[src/rtl/regfile_wb_scheduler_if.sv]
// Signal bundle between the pipeline/long-latency unit side and the register file write-port scheduler.
// The master drives WB, long-unit and ID fields; the slave (scheduler) returns grant, stall and the write port.
interface regfile_wb_scheduler_if;
   logic        wb_reg_write;
   logic [4:0]  wb_rt_rd;
   logic [31:0] wb_write_data;
   logic        lu_valid;
   logic [4:0]  lu_dest;
   logic [31:0] lu_data;
   logic        lu_ready;
   logic        iss_valid;
   logic [4:0]  iss_dest;
   logic [4:0]  id_rs;
   logic [4:0]  id_rt;
   logic        id_stall;
   logic        rf_reg_write;
   logic [4:0]  rf_rt_rd;
   logic [31:0] rf_write_data;

   modport master (
      output wb_reg_write, wb_rt_rd, wb_write_data,
      output lu_valid, lu_dest, lu_data,
      output iss_valid, iss_dest, id_rs, id_rt,
      input  lu_ready, id_stall,
      input  rf_reg_write, rf_rt_rd, rf_write_data
   );

   modport slave (
      input  wb_reg_write, wb_rt_rd, wb_write_data,
      input  lu_valid, lu_dest, lu_data,
      input  iss_valid, iss_dest, id_rs, id_rt,
      output lu_ready, id_stall,
      output rf_reg_write, rf_rt_rd, rf_write_data
   );
endinterface

[src/rtl/regfile_wb_scheduler.sv]
// Write-port scheduler and pending scoreboard for the MIPS32 register file (WB has priority over the long unit).
// Define REGFILE_STARVE_GUARD_EN to compile in the starvation guard that forces ID bubbles after STARVE_LIMIT denials.
module regfile_wb_scheduler #(
   parameter int unsigned STARVE_LIMIT = 4
) (
   input logic                    clock,
   input logic                    reset,
   regfile_wb_scheduler_if.slave  bus
);

`ifdef REGFILE_STARVE_GUARD_EN
   typedef enum logic [1:0] {IDLE, WAIT, STARVE} state_t;
   localparam logic [3:0] LIMIT = 4'(STARVE_LIMIT);
   logic [3:0] cnt;
   logic [3:0] cnt_next;
   logic [3:0] cnt_inc;
`else
   typedef enum logic [1:0] {IDLE, WAIT} state_t;
`endif

   state_t      state;
   state_t      state_next;
   logic        wb_active;
   logic        grant;
   logic        denied;
   logic        starve_stall;
   logic        hazard;
   logic        issue_accept;
   logic [31:0] pending;
   logic [31:0] pending_next;
   logic [31:0] set_mask;
   logic [31:0] clr_mask;

   assign wb_active = bus.wb_reg_write & (bus.wb_rt_rd != 5'd0);
   assign grant     = bus.lu_valid & ~wb_active;
   assign denied    = bus.lu_valid & wb_active;

   assign bus.lu_ready = grant;

   always_comb begin
      bus.rf_reg_write  = 1'b0;
      bus.rf_rt_rd      = 5'd0;
      bus.rf_write_data = 32'd0;
      if (wb_active) begin
         bus.rf_reg_write  = 1'b1;
         bus.rf_rt_rd      = bus.wb_rt_rd;
         bus.rf_write_data = bus.wb_write_data;
      end else if (bus.lu_valid) begin
         bus.rf_reg_write  = (bus.lu_dest != 5'd0);
         bus.rf_rt_rd      = bus.lu_dest;
         bus.rf_write_data = bus.lu_data;
      end
   end

   // Hazards use start-of-cycle pending bits, so a grant only releases readers on the next cycle.
   always_comb begin
      hazard = 1'b0;
      if ((bus.id_rs != 5'd0) && pending[bus.id_rs])
         hazard = 1'b1;
      if ((bus.id_rt != 5'd0) && pending[bus.id_rt])
         hazard = 1'b1;
      if (bus.iss_valid && (bus.iss_dest != 5'd0) && pending[bus.iss_dest])
         hazard = 1'b1;
   end

   assign bus.id_stall  = hazard | starve_stall;
   assign issue_accept  = bus.iss_valid & ~bus.id_stall & (bus.iss_dest != 5'd0);

   always_comb begin
      set_mask = 32'd0;
      clr_mask = 32'd0;
      if (issue_accept)
         set_mask[bus.iss_dest] = 1'b1;
      if (grant)
         clr_mask[bus.lu_dest] = 1'b1;
      pending_next = ((pending & ~clr_mask) | set_mask) & 32'hFFFF_FFFE;
   end

   always_ff @(posedge clock) begin
      if (reset)
         pending <= 32'd0;
      else
         pending <= pending_next;
   end

`ifdef REGFILE_STARVE_GUARD_EN
   assign cnt_inc = cnt + 4'd1;
`endif

   // A long-unit result that disappears without a grant (abandoned op) also returns the FSM to IDLE.
   always_comb begin
      state_next   = state;
      starve_stall = 1'b0;
`ifdef REGFILE_STARVE_GUARD_EN
      cnt_next     = cnt;
`endif
      case (state)
         IDLE: begin
            if (denied) begin
`ifdef REGFILE_STARVE_GUARD_EN
               cnt_next   = 4'd1;
               state_next = (LIMIT <= 4'd1) ? STARVE : WAIT;
`else
               state_next = WAIT;
`endif
            end
         end
         WAIT: begin
            if (grant || !bus.lu_valid) begin
               state_next = IDLE;
`ifdef REGFILE_STARVE_GUARD_EN
               cnt_next   = 4'd0;
            end else begin
               cnt_next = cnt_inc;
               if (cnt_inc >= LIMIT)
                  state_next = STARVE;
`endif
            end
         end
`ifdef REGFILE_STARVE_GUARD_EN
         STARVE: begin
            starve_stall = 1'b1;
            if (grant || !bus.lu_valid) begin
               state_next = IDLE;
               cnt_next   = 4'd0;
            end
         end
`endif
         default: begin
            state_next = IDLE;
         end
      endcase
   end

   always_ff @(posedge clock) begin
      if (reset) begin
         state <= IDLE;
`ifdef REGFILE_STARVE_GUARD_EN
         cnt   <= 4'd0;
`endif
      end else begin
         state <= state_next;
`ifdef REGFILE_STARVE_GUARD_EN
         cnt   <= cnt_next;
`endif
      end
   end

endmodule

[src/flat_wrapper.sv]
// flat-port wrapper written by rule: the top's interface ports become plain ports
module regfile_wb_scheduler_flat 
#(
   parameter int unsigned STARVE_LIMIT = 4
)
  (clock, reset, bus_wb_reg_write, bus_wb_rt_rd, bus_wb_write_data, bus_lu_valid, bus_lu_dest, bus_lu_data, bus_iss_valid, bus_iss_dest, bus_id_rs, bus_id_rt, bus_lu_ready, bus_id_stall, bus_rf_reg_write, bus_rf_rt_rd, bus_rf_write_data);
  regfile_wb_scheduler_if bus_i ();
  input logic clock;
  input logic reset;
  input wire logic [$bits(bus_i.wb_reg_write)-1:0] bus_wb_reg_write;
  input wire logic [$bits(bus_i.wb_rt_rd)-1:0] bus_wb_rt_rd;
  input wire logic [$bits(bus_i.wb_write_data)-1:0] bus_wb_write_data;
  input wire logic [$bits(bus_i.lu_valid)-1:0] bus_lu_valid;
  input wire logic [$bits(bus_i.lu_dest)-1:0] bus_lu_dest;
  input wire logic [$bits(bus_i.lu_data)-1:0] bus_lu_data;
  input wire logic [$bits(bus_i.iss_valid)-1:0] bus_iss_valid;
  input wire logic [$bits(bus_i.iss_dest)-1:0] bus_iss_dest;
  input wire logic [$bits(bus_i.id_rs)-1:0] bus_id_rs;
  input wire logic [$bits(bus_i.id_rt)-1:0] bus_id_rt;
  output wire logic [$bits(bus_i.lu_ready)-1:0] bus_lu_ready;
  output wire logic [$bits(bus_i.id_stall)-1:0] bus_id_stall;
  output wire logic [$bits(bus_i.rf_reg_write)-1:0] bus_rf_reg_write;
  output wire logic [$bits(bus_i.rf_rt_rd)-1:0] bus_rf_rt_rd;
  output wire logic [$bits(bus_i.rf_write_data)-1:0] bus_rf_write_data;
  assign bus_i.wb_reg_write = bus_wb_reg_write;
  assign bus_i.wb_rt_rd = bus_wb_rt_rd;
  assign bus_i.wb_write_data = bus_wb_write_data;
  assign bus_i.lu_valid = bus_lu_valid;
  assign bus_i.lu_dest = bus_lu_dest;
  assign bus_i.lu_data = bus_lu_data;
  assign bus_i.iss_valid = bus_iss_valid;
  assign bus_i.iss_dest = bus_iss_dest;
  assign bus_i.id_rs = bus_id_rs;
  assign bus_i.id_rt = bus_id_rt;
  assign bus_lu_ready = bus_i.lu_ready;
  assign bus_id_stall = bus_i.id_stall;
  assign bus_rf_reg_write = bus_i.rf_reg_write;
  assign bus_rf_rt_rd = bus_i.rf_rt_rd;
  assign bus_rf_write_data = bus_i.rf_write_data;
  regfile_wb_scheduler #(.STARVE_LIMIT(STARVE_LIMIT)) u_core (.clock(clock), .reset(reset), .bus(bus_i));
endmodule
[config.mk]
export PLATFORM = sky130hd
export DESIGN_NAME = regfile_wb_scheduler_flat
export DESIGN_NICKNAME = d
export VERILOG_FILES = /design/src/rtl/regfile_wb_scheduler_if.sv /design/src/rtl/regfile_wb_scheduler.sv /design/src/flat_wrapper.sv
export SDC_FILE = /design/constraint.sdc
export NUM_CORES = 1
export LEC_CHECK = 0
export ABC_AREA = 0
export CORE_UTILIZATION = 42
export DETAILED_ROUTE_END_ITERATION = 10
export GPL_TIMING_DRIVEN = 0
export HOLD_SLACK_MARGIN = 0.06
export PLACE_DENSITY = 0.9
export RECOVER_POWER = 50
export SETUP_SLACK_MARGIN = 0.1
export SLEW_MARGIN = 10
export SYNTH_ARGS = -nofsm -noshare
export SYNTH_HDL_FRONTEND = slang
export SYNTH_SLANG_ARGS = --single-unit
[constraint.sdc]
create_clock -name clock -period 6.2 [get_ports clock]
set_input_delay 1.86 -clock clock [delete_from_list [all_inputs] [get_ports clock]]
set_output_delay 1.86 -clock clock [all_outputs]
set_load 0.03 [all_outputs]
==> results.md <==
- Number of nets in the layout: 604
- Worst Hold Class: register to register
- Number of pins exceeding their max-slew limit in the final report: 0
- Area of the die: 0.00724 mm^2
- Drt pass-1 iters: 7
- Minimum period implied by the final worst setup slack: 6.07 ns
- Arrival time of data at the critical path endpoint: 4.21 ns
- CP max FO: 10
- Share of flip-flops with an asynchronous set or reset: 0
- Number of enable-type register cells in the synthesized netlist: 0
- Endpoint of the lowest-slack register-to-register path: u_core.pending[30]
- IO Port Bufs: 124
- Most frequently used cell type in the post-synthesis netlist: sky130_fd_sc_hd__nand2_1
- Sw Ratio: 0.357
- Fill cell total of the finished layout: 560
- Launch instance of the worst min-delay path: u_core.pending[19]
- Vias per cell: 6.32
- Final worst-path cycle share: 0.979
- Last weighted congestion value of the routability-driven placer: 0.961
- Critical path endpoint category: primary output
- Starting DRT DRC Count: 473
- Maximum number of pins on one net before global-route repair: 11
- Number of maximum-capacitance violations: 0
- Clock Latency Late Sink: 0.29 ns
- Core box area: ~0.0065 mm^2
- Number of antenna violations at the first check in global routing: 1
- Basic-gate share of the synthesized area counting and, or, nand and nor cells: 0.300
- Max transition margin: 0.620
- Hold worst-path end: u_core.pending[19]
- Detailed-route via count: roughly 3.7k
- Total setup violations reported at the end of the flow: 0
- Via count of the first global-routing pass: 3773
- Total CTS buffers: 5
- # DRC: 0
- Tot Pwr: 612 uW
- Multiplexer share of the synthesized area: 0.173
- Final design instance area without fill: between 0.004 and 0.005 mm^2
- Maximum count of clock buffers along a single path: 2
- Register-to-Register Path Depth: 8
- Number of instances on the worst hold path: 2
- Leakage power: 0.00176 uW
- Worst-margin pin slew: 0.556 ns
- Area added between synthesis and finish: 49.1%
- Final Routed Wirelength: 11400 um
- Fraction of layout cells with a size suffix above 1: 0.0922
- Worst-case vdd ir drop: 69.6 uV
- Number of H-tree levels: 2
- Combinational family with the most area after synthesis: simple AND/OR/NAND/NOR gates
- Global route total overflow: 0
- Max reg flops: 31
- Number of register bits inferred by synthesis: 31
- R2R setup slack: 3.61 ns
- Xor and xnor fraction of the mapped netlist area: 0
- Type of the worst setup path: input pin to primary output
- Ranking of synthesized cells by instance count: 90 x sky130_fd_sc_hd__nand2_1, 44 x sky130_fd_sc_hd__nand3_1, 31 x sky130_fd_sc_hd__dfxtp_1
- Clock network power share: 0.268
- Post-synthesis share of cell area spent on full adders, half adders and majority gates: 0
- Reg-to-reg startpoint: u_core.pending[5]
- Top post-synthesis cells by area: sky130_fd_sc_hd__dfxtp_1 21%, sky130_fd_sc_hd__nand2_1 12%, sky130_fd_sc_hd__mux4_2 9.3%
- Primary flip-flop cell chosen by synthesis mapping: sky130_fd_sc_hd__dfxtp_1
- Clock slew seen by the registers of the worst setup and hold paths: 0.06 ns
- Internal power consumption: 394 uW
- Post-CTS Hold Buffers: 0
- Tot GR Track Use: 0.324
- Syn_area_per_cell: 7.71 um^2
- Net load switching power: 218 uW
- CTS tree: done
- Registers with the most flip-flops: u_core.pending (31)
- Width of the die: approximately 85 um
- Number of antenna-violating nets in the routed design: 0
- Cell count after synthesis: 376
- Total power density per cell area: 142 mW/mm^2
- Clock Root Buffer: sky130_fd_sc_hd__clkbuf_8
- Compound-gate portion of the synthesized area: 0.242
- Wire length of the first global-routing pass: about 19000 um
- Sequential cell area fraction in the yosys report: 0.214
- Count of clock tree sinks: 31
- Row count: 29
- Netlist area before placement: 0.00290 mm^2
- Top register by number of flip-flops: u_core.pending
- Type of origin of the critical path: input pin
- Flop pwr share: 0.333
- Final number of hold-violating endpoints: 0
- Net count after synthesis: 470
- Count of boundary I/O pins: 134
- Required time worst endpoint: 4.34 ns
- Unrepaired setup endpoints after global routing: yes
- Count of unique library cells instantiated by Yosys: slightly above 50
- HPWL after DPL: slightly above 9000 um
- Ys Warns: 0
- Run status: completed
- Initial Util: 0.446
- Highest attainable clock frequency: 165 MHz
- Proportion of power drawn by combinational gates: 0.399
- Synth top area share: 0.214
- Routed wire length per instance: 19.4 um
- Placed Instance Area: 0.00424 mm^2
- Cell taking the most area after synthesis: sky130_fd_sc_hd__dfxtp_1
- Clk_skew: 0.00490 ns
- Die H: 85.1 um
[area by class of cell]
type,count,area [um^2],area share
multi-input combinational,298,2090,0.484
timing repair buffer,127,1210,0.281
sequential,31,621,0.144
buffer,39,176,0.0408
tap,77,96.3,0.0223
clock buffer,6,82.6,0.0191
inverter,8,30.0,0.00695
clock inverter,1,5.00,0.00116
antenna,1,2.50,0.000579
[timing repair]
action                                  4_1_cts  5_1_grt
pin swaps                                     2        0
setup buffers                                 3        0
endpoints found under the setup margin       35       10
gates resized for setup                      44       14
[worst max-delay path: stages]
cell                              delay, ns
sky130_fd_sc_hd__clkdlybuf4s50_1       0.53
sky130_fd_sc_hd__clkbuf_1              0.37
sky130_fd_sc_hd__nor3b_2               0.15
sky130_fd_sc_hd__a22o_1                0.22
sky130_fd_sc_hd__a211oi_1              0.25
sky130_fd_sc_hd__nand3_2               0.18
sky130_fd_sc_hd__buf_2                 0.23
sky130_fd_sc_hd__a31o_2                0.24
sky130_fd_sc_hd__buf_2                 0.17
[per-layer routing]
layer	GRT usage	up-vias	wire length (um)
met5	0	-	0
met4	0.145	0	412
met3	0.0807	37	1200
met2	0.578	256	5630
met1	0.363	1713	4160
li1	-	1710	-
[through the flow]
stage | setup slack (ns) | cells | hold WS, ns | utilization | TNS, ns
after CTS | 0.00967 | 587 | 0.528 | 0.668 | 0
after floorplan | 0.672 | 376 | 0.462 | - | 0
final | 0.130 | 588 | 0.538 | 0.665 | 0
after global routing | 0.0230 | 588 | 0.566 | 0.665 | 0
after detailed placement | -0.743 | 577 | 0.519 | 0.652 | -6.82
after global placement | -0.710 | 577 | 0.518 | 0.652 | -6.52
[power groups by stage]
stage	clock network, uW	registers [uW]	logic, uW
after CTS	161	204	249
after global routing	170	204	260
after detailed placement	0	208	252
after floorplan	0	207	130
after global placement	0	208	251
final	164	204	244
[cell families after synthesis]
group / count (synthesis)
buffers and inverters: 47
and+or+nand+nor: 182
DFF: 31
muxes: 28
AOI/OAI and AO/OA: 88
[worst max path at each step]
| stage | startpoint | endpoint |
|---|---|---|
| 2_1_floorplan | bus_id_rt[0] | bus_id_stall |
| 3_3_place_gp | bus_id_rt[0] | bus_id_stall |
| 3_5_place_dp | bus_id_rt[0] | bus_id_stall |
| 4_1_cts | bus_iss_dest[0] | bus_id_stall |
| 5_1_grt | bus_wb_rt_rd[2] | bus_rf_write_data[18] |
| 6_report | bus_iss_dest[2] | bus_id_stall |
[layout by cell type, fill, tap and decap left out, types with 4 or more instances in the layout]
master and n:
sky130_fd_sc_hd__dfxtp_1 31, sky130_fd_sc_hd__nand3_1 43, sky130_fd_sc_hd__nor2_1 10, sky130_fd_sc_hd__nand3b_1 7, sky130_fd_sc_hd__mux2_2 4, sky130_fd_sc_hd__o31ai_1 9
sky130_fd_sc_hd__dlygate4sd2_1 27, sky130_fd_sc_hd__a22oi_1 4, sky130_fd_sc_hd__buf_2 5, sky130_fd_sc_hd__mux2i_1 7, sky130_fd_sc_hd__o41ai_1 23, sky130_fd_sc_hd__o211ai_1 29
sky130_fd_sc_hd__clkbuf_1 33, sky130_fd_sc_hd__dlymetal6s2s_1 6, sky130_fd_sc_hd__inv_1 8, sky130_fd_sc_hd__clkdlybuf4s50_1 87, sky130_fd_sc_hd__nor2b_1 6, sky130_fd_sc_hd__clkbuf_8 6
sky130_fd_sc_hd__nand2_1 90, sky130_fd_sc_hd__mux4_2 13
Note: power is estimated with default switching activity, not from simulation.
